File: src/rtl/sp_frame_scheduler.sv
// sp_frame_scheduler: round-robin frame buffer and result router in front of one SP instance.
// Define SP_SCHED_CG_EN to drive sp_cg_en high while SP is idle (IDLE, LOAD, GAP).
module sp_frame_scheduler #(
    parameter int TIMEOUT = 64,
    parameter int GAP_CYC = 2
) (
    input  logic              clk,
    input  logic              rst,
    input  logic [1:0]        req_valid,
    output logic [1:0]        req_ready,
    input  logic [8:0]        req_data0,
    input  logic [8:0]        req_data1,
    input  logic [2:0]        req_mode0,
    input  logic [2:0]        req_mode1,
    output logic              sp_in_valid,
    output logic [8:0]        sp_in_data,
    output logic [2:0]        sp_in_mode,
    output logic              sp_cg_en,
    input  logic              sp_out_valid,
    input  logic signed [9:0] sp_out_data,
    output logic              rsp_valid,
    output logic              rsp_id,
    output logic [1:0]        rsp_idx,
    output logic signed [9:0] rsp_data,
    output logic              err_timeout,
    output logic              busy
);
    localparam int TW = $clog2(TIMEOUT + 1);
    localparam int GW = GAP_CYC > 1 ? $clog2(GAP_CYC) : 1;
    localparam logic [TW-1:0] TMO_MAX = TW'(TIMEOUT);
    localparam logic [GW-1:0] GAP_LAST = GW'(GAP_CYC - 1);

    typedef enum logic [2:0] {IDLE, LOAD, WAKE, SEND, WAIT, GAP} state_t;

    state_t            state_q, state_d;
    logic              ptr_q, ptr_d, gnt_q, gnt_d;
    logic [3:0]        cnt_q, cnt_d;
    logic [8:0]        buf_q [9];
    logic [8:0]        buf_d [9];
    logic [2:0]        mode_q, mode_d;
    logic [TW-1:0]     tmo_q, tmo_d;
    logic [1:0]        beat_q, beat_d;
    logic [GW-1:0]     gap_q, gap_d;
    logic              rsp_valid_q, rsp_id_q;
    logic [1:0]        rsp_idx_q;
    logic signed [9:0] rsp_data_q;
    logic              hs, expired, sp_beat;

    assign hs          = state_q == LOAD && req_valid[gnt_q];
    assign expired     = state_q == WAIT && tmo_q == TMO_MAX;
    // A beat landing on the expiry cycle is dropped together with the frame.
    assign sp_beat     = state_q == WAIT && sp_out_valid && !expired;
    assign req_ready   = state_q == LOAD ? (gnt_q ? 2'b10 : 2'b01) : 2'b00;
    assign sp_in_valid = state_q == SEND;
    assign sp_in_data  = sp_in_valid ? buf_q[cnt_q] : 9'd0;
    assign sp_in_mode  = sp_in_valid ? mode_q : 3'd0;
    assign err_timeout = expired;
    assign busy        = state_q != IDLE;
    assign rsp_valid   = rsp_valid_q;
    assign rsp_id      = rsp_id_q;
    assign rsp_idx     = rsp_idx_q;
    assign rsp_data    = rsp_data_q;

    always_comb begin
        state_d = state_q;
        ptr_d   = ptr_q;
        gnt_d   = gnt_q;
        cnt_d   = cnt_q;
        buf_d   = buf_q;
        mode_d  = mode_q;
        tmo_d   = '0;
        beat_d  = '0;
        gap_d   = '0;
        unique case (state_q)
            IDLE: if (|req_valid) begin
                gnt_d   = &req_valid ? ptr_q : req_valid[1];
                ptr_d   = ~gnt_d;
                cnt_d   = 4'd0;
                state_d = LOAD;
            end
            LOAD: if (hs) begin
                buf_d[cnt_q] = gnt_q ? req_data1 : req_data0;
                mode_d       = cnt_q == 4'd0 ? (gnt_q ? req_mode1 : req_mode0) : mode_q;
                cnt_d        = cnt_q == 4'd8 ? 4'd0 : cnt_q + 4'd1;
                state_d      = cnt_q == 4'd8 ? WAKE : LOAD;
            end
            WAKE: state_d = SEND;
            SEND: begin
                cnt_d   = cnt_q == 4'd8 ? 4'd0 : cnt_q + 4'd1;
                state_d = cnt_q == 4'd8 ? WAIT : SEND;
            end
            WAIT: begin
                tmo_d   = sp_out_valid ? '0 : tmo_q + TW'(1);
                beat_d  = beat_q + {1'b0, sp_out_valid};
                state_d = expired || (sp_out_valid && beat_q == 2'd2) ? GAP : WAIT;
            end
            GAP: begin
                gap_d   = gap_q + GW'(1);
                state_d = gap_q == GAP_LAST ? IDLE : GAP;
            end
            default: state_d = IDLE;
        endcase
    end

    always_ff @(posedge clk) begin
        if (rst) begin
            state_q     <= IDLE;
            ptr_q       <= 1'b0;
            gnt_q       <= 1'b0;
            cnt_q       <= '0;
            buf_q       <= '{default: '0};
            mode_q      <= '0;
            tmo_q       <= '0;
            beat_q      <= '0;
            gap_q       <= '0;
            rsp_valid_q <= 1'b0;
            rsp_id_q    <= 1'b0;
            rsp_idx_q   <= '0;
            rsp_data_q  <= '0;
        end else begin
            state_q     <= state_d;
            ptr_q       <= ptr_d;
            gnt_q       <= gnt_d;
            cnt_q       <= cnt_d;
            buf_q       <= buf_d;
            mode_q      <= mode_d;
            tmo_q       <= tmo_d;
            beat_q      <= beat_d;
            gap_q       <= gap_d;
            rsp_valid_q <= sp_beat;
            if (sp_beat) begin
                rsp_id_q   <= gnt_q;
                rsp_idx_q  <= beat_q;
                rsp_data_q <= sp_out_data;
            end
        end
    end

`ifdef SP_SCHED_CG_EN
    logic cg_q;
    always_ff @(posedge clk) begin
        if (rst) cg_q <= 1'b1;
        else     cg_q <= state_d inside {IDLE, LOAD, GAP};
    end
    assign sp_cg_en = cg_q;
`else
    assign sp_cg_en = 1'b0;
`endif
endmodule

File: config.mk
export PLATFORM = sky130hd
export DESIGN_NAME = sp_frame_scheduler
export DESIGN_NICKNAME = d
export VERILOG_FILES = /design/src/rtl/sp_frame_scheduler.sv
export SDC_FILE = /design/constraint.sdc
export NUM_CORES = 1
export LEC_CHECK = 0
export ABC_AREA = 1
export BUFFER_PORTS_ARGS = -buffer_cell sky130_fd_sc_hd__clkbuf_2
export CORE_ASPECT_RATIO = 0.5
export CORE_MARGIN = 4
export CORE_UTILIZATION = 45
export CTS_BUF_LIST = sky130_fd_sc_hd__clkbuf_4
export CTS_CLUSTER_SIZE = 20
export DETAILED_ROUTE_END_ITERATION = 8
export SLEW_MARGIN = 40
export SYNTH_ARGS = -nofsm -noshare
export SYNTH_HDL_FRONTEND = slang
export SYNTH_SLANG_ARGS = --single-unit
File: constraint.sdc
create_clock -name clk -period 2.3 [get_ports clk]
set_clock_uncertainty 0.15 [all_clocks]
set_input_delay 0.69 -clock clk [delete_from_list [all_inputs] [get_ports clk]]
set_output_delay 0.69 -clock clk [all_outputs]
set_load 0.005 [all_outputs]
==> results.md <==
* Post-synth cell types at 30
* First-pass GRT wire length at 26200 µm
* RSZ-0062 raised after global routing: true
* Layout cells sized above 1 at 26.1%
* Critical path data arrival time at 1.80 ns
* Buffers on Ports at 69
* Synth Instances at 791
* Count leader, synth: nand2_1
* Final Cell Area at 6980 µm²
* Status: finished with violations
* Syn nets at 837
* Synthesized cell area at 5560 µm²
* Max Root-Sink Buffers at 2
* Nets at 937
* Worst VDD drop at 0.000381 V
* Combinational Power Share at 18.5%
* Leak at 2.71 nW
* 1st-pass router iterations at 4
* Final Worst Setup Slack at -0.343 ns
* Die Y at 86.6 µm
* Row cnt at 28
* IO Count at 71
* GR Overflow Total at 0
* Register share of total power at 46.6%
* Die W at 165 µm
* Number of global-route vias before repair at 5173
* Die area at 14300 µm²
* Slew Limit Fails at 0
* # setup viols final at 13
* Routability congestion estimate at 0.824
* GR Util All Layers at 23.3%
* Critical path peak fanout at 5
* Most used DFF post-synth: dfxtp_1
* Clk_lat worst skew at 0.52 ns
* Vias/cell at 5.10
* Final Hold Fails at 0
* Most instantiated cells after synthesis: 143 x nand2_1, 132 x a21oi_1, 117 x dfxtp_1, 87 x o21ai_0, 77 x nand3_1
* Worst Max-Slew Pin Slew at 0.545 ns
* Leading area contributor after synthesis: dfxtp_1
* Worst slew margin at 63.6%
* P_sw at 1.39 mW
* Switch share at 30.8%
* Antenna violations before repair at 0
* Synth area leaders: dfxtp_1 42%, a21oi_1 12%, nand2_1 9.7%
* Placed cell area at 6100 µm²
* Number of max-cap violations at 0
* Async SR Flop Fraction at 0%
* Routed WL per cell at 14.8 µm
* Critical Path Source Type: flop
* Post-synth top area share at 42.2%
* Pwr/cell area at 646 nW/µm²
* Clock H-tree levels at 4
* DRT antenna net count at 0
* Routed wire length at 15800 µm
* Pin count of the biggest net entering global routing at 49
* Internal Power at 3.12 mW
* CTS Sinks at 117
* Clock Tree Root: clkbuf_4
* R2r setup slk at 0.13 ns
* DR DRC count at 0
* Critical path type: flop to output pin
* Mean Syn Cell Area at 7.02 µm²
* Hold Path Class: input port to flop
* Clock-pin slew on the worst setup and hold paths at 0.11 ns
* Starting Density at 46.5%
* CP Capture Type: output pin
* Fin util at 58.5%
* Period minus WS final at 2.64 ns
* Tcrit/Tclk final at 115%
* Via count at 5460
* #FFs+latches synth at 117
* Failing checks: negative setup slack
* Synth warn at 0
* Sequential element share of the synthesized area at 42.2%
* Iter 0 DRT Violations at 469
* EDFF count, synth at 0
* CTS buffer count at 17
* Core footprint at 11900 µm²
* Detail Placement HPWL at 10300 µm
* Clock power frac at 35.0%
* Critical Path RT at 1.46 ns
* Max Freq at 0.378 GHz
* Area grow syn2layout at 25.7%
* CTS tree: built
==> registers in the layout (all words and copies together) (netlist names), 2 cells and up <==
signal	count
beat_q	2
buf_q	81
cnt_q	4
mode_q	3
rsp_data	10
rsp_idx	2
state_q	3
tmo_q	7
==> layout by cell type, fill, tap and decap left out, drive strengths merged <==
cell,Yosys,final
nand4,3,3
nand3,78,78
a21oi,132,132
inv,81,82
bufinv,0,3
clkbuf,20,74
buf,25,70
nor3b,2,2
o21ai,91,91
or2,1,1
xnor2,2,2
conb,1,1
nor3,14,14
clkinvlp,0,4
a211oi,1,1
diode,0,1
nor2,64,64
ha,7,7
nand2,150,150
clkinv,0,6
nor4,1,1
a31oi,1,1
dfxtp,117,117
==> kinds of logic after synthesis <==
group                      after synthesis  share of synthesized area [%]
AOI/OAI and AO/OA                      225                           20.3
xor gates and xnor gates                 2                          0.315
adders and majority gates                7                           1.58
buffers and inverters                  126                           10.7
DFF                                    117                           42.2
other                                    1                         0.0675
and+or+nand+nor                        313                           24.8
==> final timing paths <==
kind | startpoint | end | depth (start not counted)
max reg2reg | state_q[0]$_SDFFE_PP0P_ | state_q[0]$_SDFFE_PP0P_ | 16
min reg2reg | buf_q[4]$_SDFFE_PP0P_ | buf_q[4]$_SDFFE_PP0P_ | 2
max | cnt_q[3]$_SDFFE_PP0P_ | sp_in_data[7] | 8
min | sp_out_data[4] | rsp_data[4]$_SDFFE_PP0P_ | 3
==> per-layer routing <==
metal	GRT usage (%)	up-vias	wire length [µm]
met5	0	-	0
met4	3.70	0	96
met3	7.17	12	1170
met2	36.1	158	6790
met1	32.7	2479	7740
li1	-	2811	-
==> final cells by class <==
class	count	area, µm²
inverters	81	317
fillers	1152	4960
well taps	165	206
diodes	1	2.50
repair buffers	126	930
flip-flops and latches	117	2370
clock inverters	14	160
multi-input cells	548	2870
clock buffers	18	135
==> critical path, cell delays in order, from the launching register on <==
cell and delay, ns:
dfxtp_4 0.37, buf_6 0.12, nor2_4 0.15, buf_6 0.16
o21ai_1 0.08, a21oi_2 0.14, nor3_2 0.07, nor2_2 0.09
buf_2 0.12
==> power by group through the flow <==
stage	combinational [mW]	sequential, mW	clock (mW)
3_3_place_gp	0.726	2.14	0
3_5_place_dp	0.727	2.14	0
2_1_floorplan	0.511	2.14	0
6_report	0.832	2.10	1.58
4_1_cts	0.765	2.09	1.61
5_1_grt	0.930	2.11	1.72
==> stage by stage <==
stage                     worst slack [ns]  power (mW)  cells  TNS, ns  hold slack, ns
after floorplan                      0.271        2.65    791        0           0.275
after global placement              0.0442        2.87   1011        0           0.284
after detailed placement            0.0519        2.87   1011        0           0.290
after CTS                           -0.331        4.47   1066    -3.08           0.227
after global routing                -0.471        4.76   1069    -4.96           0.211
final                               -0.343        4.51   1070    -3.12           0.260
==> timing repair <==
item,CTS,global route
endpoints found under the hold margin,0,0
hold buffers,0,0
gates cloned,4,0
buffers inserted,19,5
pin swaps,32,21
gates resized for setup,93,59
endpoints found under the setup margin,15,18
(Power assumes the default switching activity.)
